File: src/rtl/calc_pkg.sv
// Shared opcode and FSM state encodings for the token-stream calculator.
// Latency: none, declarations only.
// Backpressure: not applicable.
package calc_pkg;

  typedef enum logic [2:0] {
    OP_MUL = 3'd0,
    OP_ADD = 3'd1,
    OP_SQR = 3'd2,
    OP_INC = 3'd3,
    OP_SUB = 3'd4,
    OP_CLR = 3'd5
  } op_t;

  typedef enum logic [1:0] {
    S_NUM = 2'd0,
    S_OP  = 2'd1,
    S_ARG = 2'd2
  } state_t;

  // Highest legal opcode value; any token above it is rejected in S_OP.
  localparam int OP_LAST = 5;

  // Unary ops complete in S_OP without waiting for a second operand.
  function automatic logic is_unary(input op_t op);
    return (op == OP_SQR) || (op == OP_INC);
  endfunction

endpackage

File: src/rtl/calc_alu.sv
// Unsigned arithmetic core: MUL/ADD/SQR/INC/SUB with overflow/borrow flag.
// Latency: purely combinational.
// Backpressure: none, the caller decides when the result is used.
module calc_alu
  import calc_pkg::*;
#(
  parameter int W = 16
) (
  input  op_t          op,
  input  logic [W-1:0] a,
  input  logic [W-1:0] b,
  output logic [W-1:0] res,
  output logic         ovf
);

  logic [W-1:0]   mul_b;
  logic [2*W-1:0] prod;
  logic [W:0]     sum;

  // SQR reuses the multiplier with the first operand on both inputs.
  assign mul_b = (op == OP_SQR) ? a : b;
  assign prod  = {{W{1'b0}}, a} * {{W{1'b0}}, mul_b};
  assign sum   = {1'b0, a} + {1'b0, b};

  // Select the result and its overflow indication per opcode.
  always_comb begin
    res = '0;
    ovf = 1'b0;
    case (op)
      OP_MUL, OP_SQR: begin
        res = prod[W-1:0];
        ovf = |prod[2*W-1:W];
      end
      OP_ADD: begin
        res = sum[W-1:0];
        ovf = sum[W];
      end
      OP_INC: begin
        res = a + {{(W-1){1'b0}}, 1'b1};
        ovf = &a;
      end
      OP_SUB: begin
        res = a - b;
        ovf = (b > a);
      end
      default: begin
        res = '0;
        ovf = 1'b0;
      end
    endcase
  end

endmodule

File: src/rtl/calc_stream.sv
// Token-stream calculator: operand/opcode/operand tokens in, one result per operation out.
// Latency: result registered, out_valid rises the cycle after the final token is accepted.
// Backpressure: single result slot; in_ready drops while a result is held and out_ready is low.
module calc_stream
  import calc_pkg::*;
#(
  parameter int W     = 16,
  parameter int CHAIN = 0
) (
  input  logic         clk,
  input  logic         rst,
  input  logic         in_valid,
  output logic         in_ready,
  input  logic [W-1:0] in_data,
  output logic         out_valid,
  input  logic         out_ready,
  output logic [W-1:0] out_data,
  output logic         out_ovf,
  output logic         err
);

  // In chained mode a finished result becomes the next A, so skip the operand phase.
  localparam state_t DONE_ST = (CHAIN != 0) ? S_OP : S_NUM;

  state_t       state;
  state_t       state_nxt;
  logic [W-1:0] a_q;
  op_t          op_q;

  logic         acc;
  logic         legal;
  op_t          tok_op;
  op_t          alu_op;
  logic [W-1:0] alu_res;
  logic         alu_ovf;
  logic         fire;
  logic         ill;
  logic         lat_a;
  logic         lat_op;

  assign in_ready = !rst && (!out_valid || out_ready);
  assign acc      = in_valid && in_ready;
  // The whole token is compared so large values never alias onto valid opcodes.
  assign legal    = (in_data <= W'(OP_LAST));
  assign tok_op   = op_t'(in_data[2:0]);
  // Unary ops execute on the opcode token itself; binary ops use the latched opcode.
  assign alu_op   = (state == S_OP) ? tok_op : op_q;

  calc_alu #(.W(W)) u_alu (
    .op  (alu_op),
    .a   (a_q),
    .b   (in_data),
    .res (alu_res),
    .ovf (alu_ovf)
  );

  // State register.
  always_ff @(posedge clk) begin
    if (rst) state <= S_NUM;
    else     state <= state_nxt;
  end

  // Next-state decode; nothing moves unless a token is accepted.
  always_comb begin
    state_nxt = state;
    if (acc) begin
      case (state)
        S_NUM: state_nxt = S_OP;
        S_OP: begin
          if (legal) begin
            if (tok_op == OP_CLR)     state_nxt = S_NUM;
            else if (is_unary(tok_op)) state_nxt = DONE_ST;
            else                       state_nxt = S_ARG;
          end
        end
        S_ARG:   state_nxt = DONE_ST;
        default: state_nxt = S_NUM;
      endcase
    end
  end

  // Output decode: which registers load on this accepted token.
  always_comb begin
    fire   = 1'b0;
    ill    = 1'b0;
    lat_a  = 1'b0;
    lat_op = 1'b0;
    if (acc) begin
      case (state)
        S_NUM: lat_a = 1'b1;
        S_OP: begin
          if (!legal)                 ill    = 1'b1;
          else if (is_unary(tok_op))  fire   = 1'b1;
          else if (tok_op != OP_CLR)  lat_op = 1'b1;
        end
        S_ARG:   fire = 1'b1;
        default: fire = 1'b0;
      endcase
    end
  end

  // Operand/opcode registers, error pulse and the single output slot.
  always_ff @(posedge clk) begin
    if (rst) begin
      a_q       <= '0;
      op_q      <= OP_MUL;
      out_valid <= 1'b0;
      out_data  <= '0;
      out_ovf   <= 1'b0;
      err       <= 1'b0;
    end else begin
      err <= ill;
      if (lat_a)                      a_q <= in_data;
      else if (fire && (CHAIN != 0))  a_q <= alu_res;
      if (lat_op) op_q <= tok_op;
      if (fire) begin
        out_valid <= 1'b1;
        out_data  <= alu_res;
        out_ovf   <= alu_ovf;
      end else if (out_ready) begin
        out_valid <= 1'b0;
      end
    end
  end

endmodule

File: config.mk
export PLATFORM = sky130hd
export DESIGN_NAME = calc_stream
export DESIGN_NICKNAME = d
export VERILOG_FILES = /design/src/rtl/calc_pkg.sv /design/src/rtl/calc_alu.sv /design/src/rtl/calc_stream.sv
export SDC_FILE = /design/constraint.sdc
export NUM_CORES = 1
export LEC_CHECK = 0
export CAP_MARGIN = 20
export CORE_AREA = 2 2 195 197
export DETAILED_ROUTE_END_ITERATION = 12
export DIE_AREA = 0 0 197 199
export PLACE_DENSITY_LB_ADDON = 0.05
export SLEW_MARGIN = 25
export SYNTH_ARGS = -nofsm -noshare
export SYNTH_HDL_FRONTEND = slang
export SYNTH_HIERARCHICAL = 1
export SYNTH_SLANG_ARGS = --single-unit
export TNS_END_PERCENT = 5
File: constraint.sdc
create_clock -name clk -period 15.5 [get_ports clk]
set_input_delay 3.1 -clock clk [delete_from_list [all_inputs] [get_ports clk]]
set_output_delay 3.1 -clock clk [all_outputs]
set_load 0.01 [all_outputs]
==> flow_summary.toml, run 1 <==
[pwr]
clockPowerShare_pct = 16.3
swShare_pct = 51.76
p_leak_nw = 6.088
p_int_w = 0.0003901
p_switching_w = 0.0004186
pwr-share-comb_pct = 70.5
total_power_w = 0.0008087
p_seq_share_pct = 13.2
power.density_mw_per_mm2 = 58.29
peakVddDrop_uv = 32.12

[floorplan]
fp.dieH_um = 199
initial_core_util_pct = 34.55
io_pins = 40
die_w_um = 197
std_cell_rows = 71
core-area_mm2 = 0.03713
dieArea_mm2 = 0.03920

[yosys]
synth_compound_area_share_pct = 13.84
synth_xor_area_share_pct = 2.253
ys_seq_elements = 40
syn_area_mm2 = 0.01283
yosysSeqAreaShare_pct = 6.241
ys.flop_type = "dfxtp_1"
synth_top_area_share_pct = 30.58
yosysTopAreaCell = "fa_1"
synthTopCellsByArea = "fa_1, ha_1, inv_1"
synth_edf_count = 0
synth_nets = 1885
synthSimpleGateAreaFrac_pct = 19.73
async_reset_ff_share_pct = 0
ys_warn_count = 6
synthCells = 1529
synth_top_family_by_area = "adder cells"
syn_area_per_cell_um2 = 8.391
synth_fa_ha_area_share_pct = 44.24
synth_mux_area_share_pct = 3.920
synth.distinct_cells = 85

[grt]
antenna_found_initial = 0
grt_max_degree = 49
grt_pass1_wl_um = 66940
overflow = 0
grt.total_usage_pct = 22.28
grt_pass1_vias = 11350

[timing]
fin_crit_ns = 11.86
slew_headroom_pct = 47.13
tns_ns = 0
rsz0062_at_grt = "no"
clock.fmax_mhz = 84.32
tightest_slew_ns = 0.7907
whs_ns = 0.4743
finalSetupViolations = 0
fin_worst_skew_ns = 0.01103
slew_violations = 0
fin_crit_sh_pct = 76.51
hold_viol = 0

[clock_tree]
max-clock-path-buffers = 2
numCtsBuffers = 5
cts.sinks = 40
root_buffer = "clkbuf_16"
insertion_delay_ns = 0.31
postCtsHoldBufs = 0
htreeDepth = 2
cts_resized = 0
cts_setup_buffers = 0
cts_tree = "built"
path_clk_slew_ns = 0.07

[final_layout]
fin_cells = 2001
layout_commonest_cell = "inv_1"
area_growth_pct = 8.133
layout_common_cells = "inv_1, nand2_1, fa_1"
n_antenna_cell = 0
drive_above_1_share_pct = 6.352
final_nets = 1882

[placed_design]
io_buffers = 39
dp_hpwl_um = 32850
place_congestion = 0.8606
dpl.cell_count = 1993

[detailed_routing]
drt_wl_total_um = 41320
drtPass1Iterations = 5
drc = 0
num_vias = 10590
drtIter0Drc = 441
viasPerCell = 5.294
ant_nets = 0
wl_per_cell_um = 20.65

[critical_path]
startpoint_type = "input port"
cp_max_fo = 48
arrival_ns = 12.05
r2r_slack_ns = 6.33
cp_common_cell = "fa_1"
critPathKind = "in -> reg"
critPathMaxStageDelay_ns = 0.60
critPathCaptureType = "flop"
cp_slowest_cell = "clkdlybuf4s50_1"
required_ns = 15.69

[min_path]
hold_path_class = "reg -> reg"

[status]
status = "finished, final reports clean"

[run]
maxCapViolations = 0
layout make-up:
class | count | area, um2
Sequential cell | 40 | 800.8
Tap cell | 474 | 593.1
Inverter | 236 | 885.9
Clock inverter | 2 | 38.79
Multi-Input combinational cell | 1172 | 10790
Clock buffer | 6 | 138.9
Timing Repair Buffer | 71 | 630.6
Fill cell | 3915 | 23260
worst max-delay path: cells and delay by family:
kind / cells / cell delay [ns]
AND/OR/NAND/NOR: 9 / 2.40
AO/OA/AOI/OAI: 5 / 0.82
buffers and inverters: 6 / 1.45
multiplexers: 2 / 0.69
adder cells (fa/ha/maj): 7 / 3.54
cell usage after synthesis, types with 9 or more instances:
library cell and count:
nand4_1 12, nor2_1 70, mux2_2 14, xor2_1 19, o21a_1 18, nand2b_1 12
xnor2_1 14, o21ai_0 59, dfxtp_1 40, and2_1 95, o221ai_1 14, a21oi_1 49
fa_1 196, nor2b_1 33, nand2_1 201, nand3_1 25, a221o_1 9, a21o_1 9
inv_1 236, ha_1 140, nor3_1 17, mux2_4 9, clkbuf_1 65, mux2i_1 21
a31oi_1 9, o22ai_1 10
per-stage QoR:
| stage | util [%] | setup slack, ns | cell area (um2) |
|---|---|---|---|
| floorplan | - | 5.158 | 12830 |
| global route | 37.36 | 3.066 | 13870 |
| finish | 37.36 | 3.641 | 13870 |
| detailed placement | 36.86 | 3.069 | 13690 |
| CTS | 37.34 | 3.410 | 13870 |
| global placement | 36.85 | 3.244 | 13680 |
path summary, 6_finish.rpt:
| check | start | endpoint | depth (start not counted) |
|---|---|---|---|
| max | in_data[2] | out_ovf$_SDFFE_PP0P_ | 29 |
| min | op_q[1]$_SDFFE_PP0P_ | op_q[1]$_SDFFE_PP0P_ | 1 |
| max reg2reg | state[1]$_SDFFE_PP0P_ | out_ovf$_SDFFE_PP0P_ | 30 |
| min reg2reg | op_q[1]$_SDFFE_PP0P_ | op_q[1]$_SDFFE_PP0P_ | 1 |
registers in the layout, summed over array words and instances (netlist names):
name	cells
op_q	3
err	1
out_data	16
out_valid	1
state	2
out_ovf	1
a_q	16
layer usage:
metal / track usage [%] / part of all wire [%]
met4: 4.623 / 1.9
met5: 0 / 0
met3: 1.611 / 2.8
met2: 40.34 / 51
met1: 29.16 / 45
power by group through the flow:
stage | Combinational, W | Clock, W | Sequential (W)
final | 0.000570 | 0.000132 | 0.000107
after global routing | 0.000642 | 0.000139 | 0.000107
after CTS | 0.000580 | 0.000136 | 0.000107
after detailed placement | 0.000575 | 0 | 0.000109
after global placement | 0.000578 | 0 | 0.000109
after floorplan | 0.000391 | 0 | 0.000111
cells by family after synthesis:
kind of cell | after synthesis
AOI/OAI and AO/OA | 254
xor gates and xnor gates | 33
adders and majority gates | 336
buffers and inverters | 317
DFF | 40
muxes | 44
and+or+nand+nor | 505
Note: power is estimated with default switching activity, not from simulation.
==> inputs of run 2 (changes only) <==
==> constraint.sdc (replaced) <==
create_clock -name clk -period 11.7 [get_ports clk]
set_input_delay 2.34 -clock clk [delete_from_list [all_inputs] [get_ports clk]]
set_output_delay 2.34 -clock clk [all_outputs]
set_load 0.01 [all_outputs]
==> run 2 against run 1 <==
  * First-iteration DRC count increased by 35%
  * Sequential power increased by 32%
  * Combinational power increased by 35%
  * Critical path type unchanged
  * Largest cell class unchanged
==> flow_summary.toml, run 2 (synthesis gave the netlist of run 1 again) <==
[status]
status = "finished, final reports clean"

[floorplan]
initial_core_util_pct = 34.55
die_w_um = 197
std_cell_rows = 71
dieArea_mm2 = 0.03920
fp.dieH_um = 199
core-area_mm2 = 0.03713
io_pins = 40

[final_layout]
layout_common_cells = "inv_1, nand2_1, fa_1"
stdcell_area_mm2 = 0.01389
fillCellCount = 3906
top_regs = "a_q (16), out_data (16), op_q (3)"
area_growth_pct = 8.260
multi_input_comb_area_mm2 = 0.01077
layout_commonest_cell = "inv_1"
final_nets = 1889
drive_above_1_share_pct = 6.523
seqCellArea_um2 = 800.8

[timing]
slew_violations = 0
finalSetupViolations = 0
tns_ns = 0
clock.fmax_mhz = 91.66
fin_worst_skew_ns = 0.02446
tightest_slew_ns = 1.045
fin_crit_sh_pct = 93.25
hold_viol = 0
slew_headroom_pct = 29.89
fin_crit_ns = 10.91
rsz0062_at_grt = "no"

[clock_tree]
root_buffer = "clkbuf_16"
cts_setup_buffers = 0
path_clk_slew_ns = 0.08
cts.sinks = 40
cts_tree = "built"
max-clock-path-buffers = 2
htreeDepth = 2
insertion_delay_ns = 0.31
numCtsBuffers = 5
postCtsHoldBufs = 0
cts_resized = 0

[critical_path]
cpLargestDelayFamily = "adder cells"
required_ns = 11.91
cp_max_fo = 16
r2r_slack_ns = 2.64
reg2reg_depth = 26
startpoint_type = "input port"
cp_slowest_cell = "and2_1"
critPathKind = "in -> reg"
worstSetupPathDepth = 25
arrival_ns = 11.12
crit_buf_inv = 3
r2r-end = "out_ovf$_SDFFE_PP0P_"
rr_startpoint = "state[1]$_SDFFE_PP0P_"
critPathCaptureType = "flop"
cp_common_cell = "fa_1"
critPathMaxStageDelay_ns = 0.64

[detailed_routing]
drtPass1Iterations = 5
wl_per_cell_um = 20.81
drc = 0
drt_wl_total_um = 41790
num_vias = 10500
ant_nets = 0
drtIter0Drc = 594
viasPerCell = 5.227

[min_path]
hold-path-endpoint = "op_q[2]$_SDFFE_PP0P_"
hp-start = "op_q[2]$_SDFFE_PP0P_"
whs_path_depth = 2
hold_path_class = "reg -> reg"

[run]
maxCapViolations = 0

[grt]
overflow = 0
grt_pass1_wl_um = 67050
grt_pass1_vias = 11110
antenna_found_initial = 1
grt_max_degree = 42
grt.total_usage_pct = 22.49

[pwr]
peakVddDrop_uv = 49.21
p_leak_nw = 6.099
power.density_mw_per_mm2 = 76.15

[placed_design]
io_buffers = 39
placed_area_mm2 = 0.01375
place_congestion = 0.8699
dp_hpwl_um = 32910
[run 2: final cells by class]
cell class / count / area share [%]
clock buffers: 5 / 0.9008
clock inverters: 2 / 0.09008
inverters: 236 / 6.378
well taps: 474 / 4.270
flip-flops and latches: 40 / 5.765
diodes: 1 / 0.01802
repair buffers: 78 / 5.009
multi-input cells: 1172 / 77.57
[run 2: metrics by stage]
stage	power (W)	hold WS [ns]	utilization [%]	std cells	setup WS, ns
floorplan	0.0006661	0.4415	-	1529	2.118
global placement	0.0009235	0.4657	37.03	2000	0.4993
detailed placement	0.0009132	0.4714	37.03	2000	0.4376
CTS	0.001072	0.4805	37.40	2007	0.7284
global route	0.001159	0.5078	37.40	2007	0.2048
finish	0.001058	0.4744	37.40	2008	0.7897
[run 2: routing by layer]
layer	global-route usage [%]	share of wire [%]	routed length (um)
met3	1.628	2.9	1231
met5	0	0	0
met4	3.286	1.2	489
met2	39.47	48	20170
met1	30.97	48	19900
[run 2: worst register-to-register path: cells and delay by family, from the launching register on]
family                     cells  cell delay [ns]
xor gates and xnor gates       1             0.20
AOI/OAI and AO/OA              7             1.83
buffers and inverters          3             0.46
and+or+nand+nor                5             1.66
muxes                          2             0.72
DFF                            1             0.32
adders and majority gates      8             3.77
[run 2: where the power goes]
group | switching, W | internal, W
clock | 0.0000695 | 0.0000779
sequential | 0.00000126 | 0.000140
combinational | 0.000495 | 0.000274
[run 2: worst max-delay path by stage]
stage,from,endpoint
floorplan,in_data[0],out_ovf$_SDFFE_PP0P_
global placement,in_data[0],out_ovf$_SDFFE_PP0P_
detailed placement,in_data[0],out_ovf$_SDFFE_PP0P_
CTS,in_data[0],out_ovf$_SDFFE_PP0P_
global route,in_data[0],out_ovf$_SDFFE_PP0P_
finish,in_data[0],out_ovf$_SDFFE_PP0P_
==> inputs of run 3 (changes only) <==
--- a/config.mk
+++ b/config.mk
@@ -5,14 +5,14 @@
 export SDC_FILE = /design/constraint.sdc
 export NUM_CORES = 1
 export LEC_CHECK = 0
-export CAP_MARGIN = 20
-export CORE_AREA = 2 2 195 197
+export CAP_MARGIN = 40
+export CORE_AREA = 2 2 194 196
 export DETAILED_ROUTE_END_ITERATION = 12
-export DIE_AREA = 0 0 197 199
+export DIE_AREA = 0 0 196 198
 export PLACE_DENSITY_LB_ADDON = 0.05
+export SKIP_CTS_REPAIR_TIMING = 1
 export SLEW_MARGIN = 25
 export SYNTH_ARGS = -nofsm -noshare
 export SYNTH_HDL_FRONTEND = slang
-export SYNTH_HIERARCHICAL = 1
 export SYNTH_SLANG_ARGS = --single-unit
 export TNS_END_PERCENT = 5
==> run 3 against run 2 <==
  * Critical path depth is 2 higher
  * Combinational power decreased by 14%
  * Fmax increased by 4.0%
  * Clock power up 16%
  * First-iteration DRC count is 4.4% higher
  * Via count grew 3.4%
  * Critical path type unchanged
  * Critical endpoint unchanged
  * Largest power group unchanged
==> flow_summary.toml, run 3 <==
[clock_tree]
path_clk_slew_ns = 0.07
htreeDepth = 2
cts_tree = "built"
insertion_delay_ns = 0.29
root_buffer = "clkbuf_16"
numCtsBuffers = 5
cts.sinks = 40
max-clock-path-buffers = 2

[detailed_routing]
drtPass1Iterations = 5
num_vias = 10860
viasPerCell = 5.279
wl_per_cell_um = 20.64
drt_wl_total_um = 42460
drtIter0Drc = 620
ant_nets = 0
drc = 0

[critical_path]
required_ns = 11.87
critPathKind = "in -> reg"
arrival_ns = 10.66
startpoint_type = "input port"
cp_common_cell = "fa_1"
critPathMaxStageDelay_ns = 0.58
cp_slowest_cell = "a2111oi_2"
critPathCaptureType = "flop"
cp_max_fo = 19

[grt]
grt.total_usage_pct = 22.41
gr-usage-met3_pct = 1.482
grt_max_degree = 40
met2_usage_pct = 37.31
grt_pass1_wl_um = 66650
overflow = 0
grt-busiest-layer = "met2"
grt_pass1_vias = 11070
antenna_found_initial = 0
met1_usage_pct = 32.55

[yosys]
syn_area_mm2 = 0.01270
yosys-top-cells-count = "inv_1, nand2_1, fa_1"
synthTopCellsByArea = "fa_1, ha_1, inv_1"
synth_top_area_share_pct = 30.88
yosysSeqAreaShare_pct = 6.303
synth_fa_ha_area_share_pct = 44.67
ys_warn_count = 0
synth_mux_area_share_pct = 1.182
syn_area_per_cell_um2 = 8.087
ys.flop_type = "dfxtp_1"
synthCells = 1571
synth_top_family_by_area = "adder cells"
synth_nets = 1927
synth_compound_area_share_pct = 15.74
synthMostInstantiatedCell = "inv_1"
synth_xor_area_share_pct = 1.861
async_reset_ff_share_pct = 0
synth_edf_count = 0
ys_seq_elements = 40
synthSimpleGateAreaFrac_pct = 20.45
synth.distinct_cells = 90
yosysTopAreaCell = "fa_1"

[timing]
tightest_slew_ns = 0.8227
rsz0062_at_grt = "no"
tns_ns = 0
hold_viol = 0
clock.fmax_mhz = 95.31
slew_headroom_pct = 45.00
slew_violations = 0
fin_crit_sh_pct = 89.68
fin_crit_ns = 10.49
finalSetupViolations = 0
fin_worst_skew_ns = 0.003445
layout_setup_ws_ns = 1.208

[pwr]
power.density_mw_per_mm2 = 70.11
p_leak_nw = 6.029
peakVddDrop_uv = 46.31

[final_layout]
stdcell_area_mm2 = 0.01390
drive_above_1_share_pct = 5.496
layout_common_cells = "inv_1, nand2_1, fa_1"
layout_commonest_cell = "inv_1"
seqCellArea_um2 = 800.8
area_growth_pct = 9.405
n_antenna_cell = 0
fillCellCount = 3928
top_regs = "a_q (16), out_data (16), op_q (3)"
final_nets = 1938
multi_input_comb_area_mm2 = 0.01067
fin_cells = 2057

[placed_design]
dpl.cell_count = 2046
pre_cts_slack_ns = 0.5306
dp_hpwl_um = 33150
placed_area_mm2 = 0.01369
place_congestion = 0.8612
io_buffers = 39

[floorplan]
fp.dieH_um = 198
std_cell_rows = 71
io_pins = 40
die_w_um = 196
core-area_mm2 = 0.03696
dieArea_mm2 = 0.03881
initial_core_util_pct = 34.38

[min_path]
hold_path_class = "reg -> reg"

[run]
maxCapViolations = 0

[status]
status = "finished, final reports clean"
run 3: changes by cell type after synthesis, moves of 9 or more:
cell / previous run / this run
a21oi_1: 49 / 84
and2_1: 95 / 108
nand3_1: 25 / 37
nor2b_1: 33 / 9
a21boi_0: 2 / 12
mux2i_1: 21 / 9
nand2_1: 201 / 230
buf_2: 8 / 17
mux2_2: 14 / 3
xor2_1: 19 / 7
o21a_1: 18 / 5
run 3: power by group:
part / total [W] / switching [W] / internal, W
combinational: 0.000662 / 0.000417 / 0.000245
clock: 0.000171 / 0.0000638 / 0.000107
sequential: 0.000142 / 0.00000271 / 0.000139
total: 0.000975 / 0.000483 / 0.000491
run 3: worst max-delay path: cells and delay by family:
family / cells / cell delay [ns]
adder cells (fa/ha/maj): 7 / 3.34
AO/OA/AOI/OAI: 8 / 2.18
buffers and inverters: 7 / 1.34
AND/OR/NAND/NOR: 4 / 0.96
multiplexers: 1 / 0.47
run 3: final cells by class:
class	instances	area share (%)
clock inverters	2	0.2791
multi-input cells	1208	76.76
flip-flops and latches	40	5.761
clock buffers	6	0.9992
repair buffers	87	5.455
well taps	474	4.267
inverters	240	6.481
run 3: metal layers:
| metal | wire length (um) | vias up |
|---|---|---|
| met2 | 19940 | 203 |
| met3 | 1385 | 27 |
| met1 | 20620 | 5475 |
| met5 | 0 | - |
| met4 | 522 | 0 |
| li1 | - | 5153 |
run 3: final timing paths:
check        cells after the start                   from                   end  slack, ns
max reg2reg                     28  state[1]$_SDFFE_PP0P_  out_ovf$_SDFFE_PP0P_       2.92
min reg2reg                      2    a_q[0]$_SDFFE_PP0P_   a_q[0]$_SDFFE_PP0P_       0.45
max                             27             in_data[1]  out_ovf$_SDFFE_PP0P_       1.21
min                              2    a_q[0]$_SDFFE_PP0P_   a_q[0]$_SDFFE_PP0P_       0.45
run 3: logic make-up (layout without fill, tap and decap cells):
kind of cell             after synthesis  in the layout
AND/OR/NAND/NOR                      539            539
adder cells (fa/ha/maj)              336            336
buffers and inverters                323            335
AO/OA/AOI/OAI                        292            292
flip-flops                            40             40
XOR/XNOR                              27             27
multiplexers                          14             14
run 3: metrics by stage:
step	utilization (%)	hold slack (ns)	total power, W
finish	37.61	0.4534	0.0009745
floorplan	-	0.4536	0.0005921
global route	37.61	0.4924	0.001067
CTS	37.53	0.4570	0.0009834
detailed placement	37.05	0.4477	0.0008010
global placement	37.04	0.4441	0.0008101
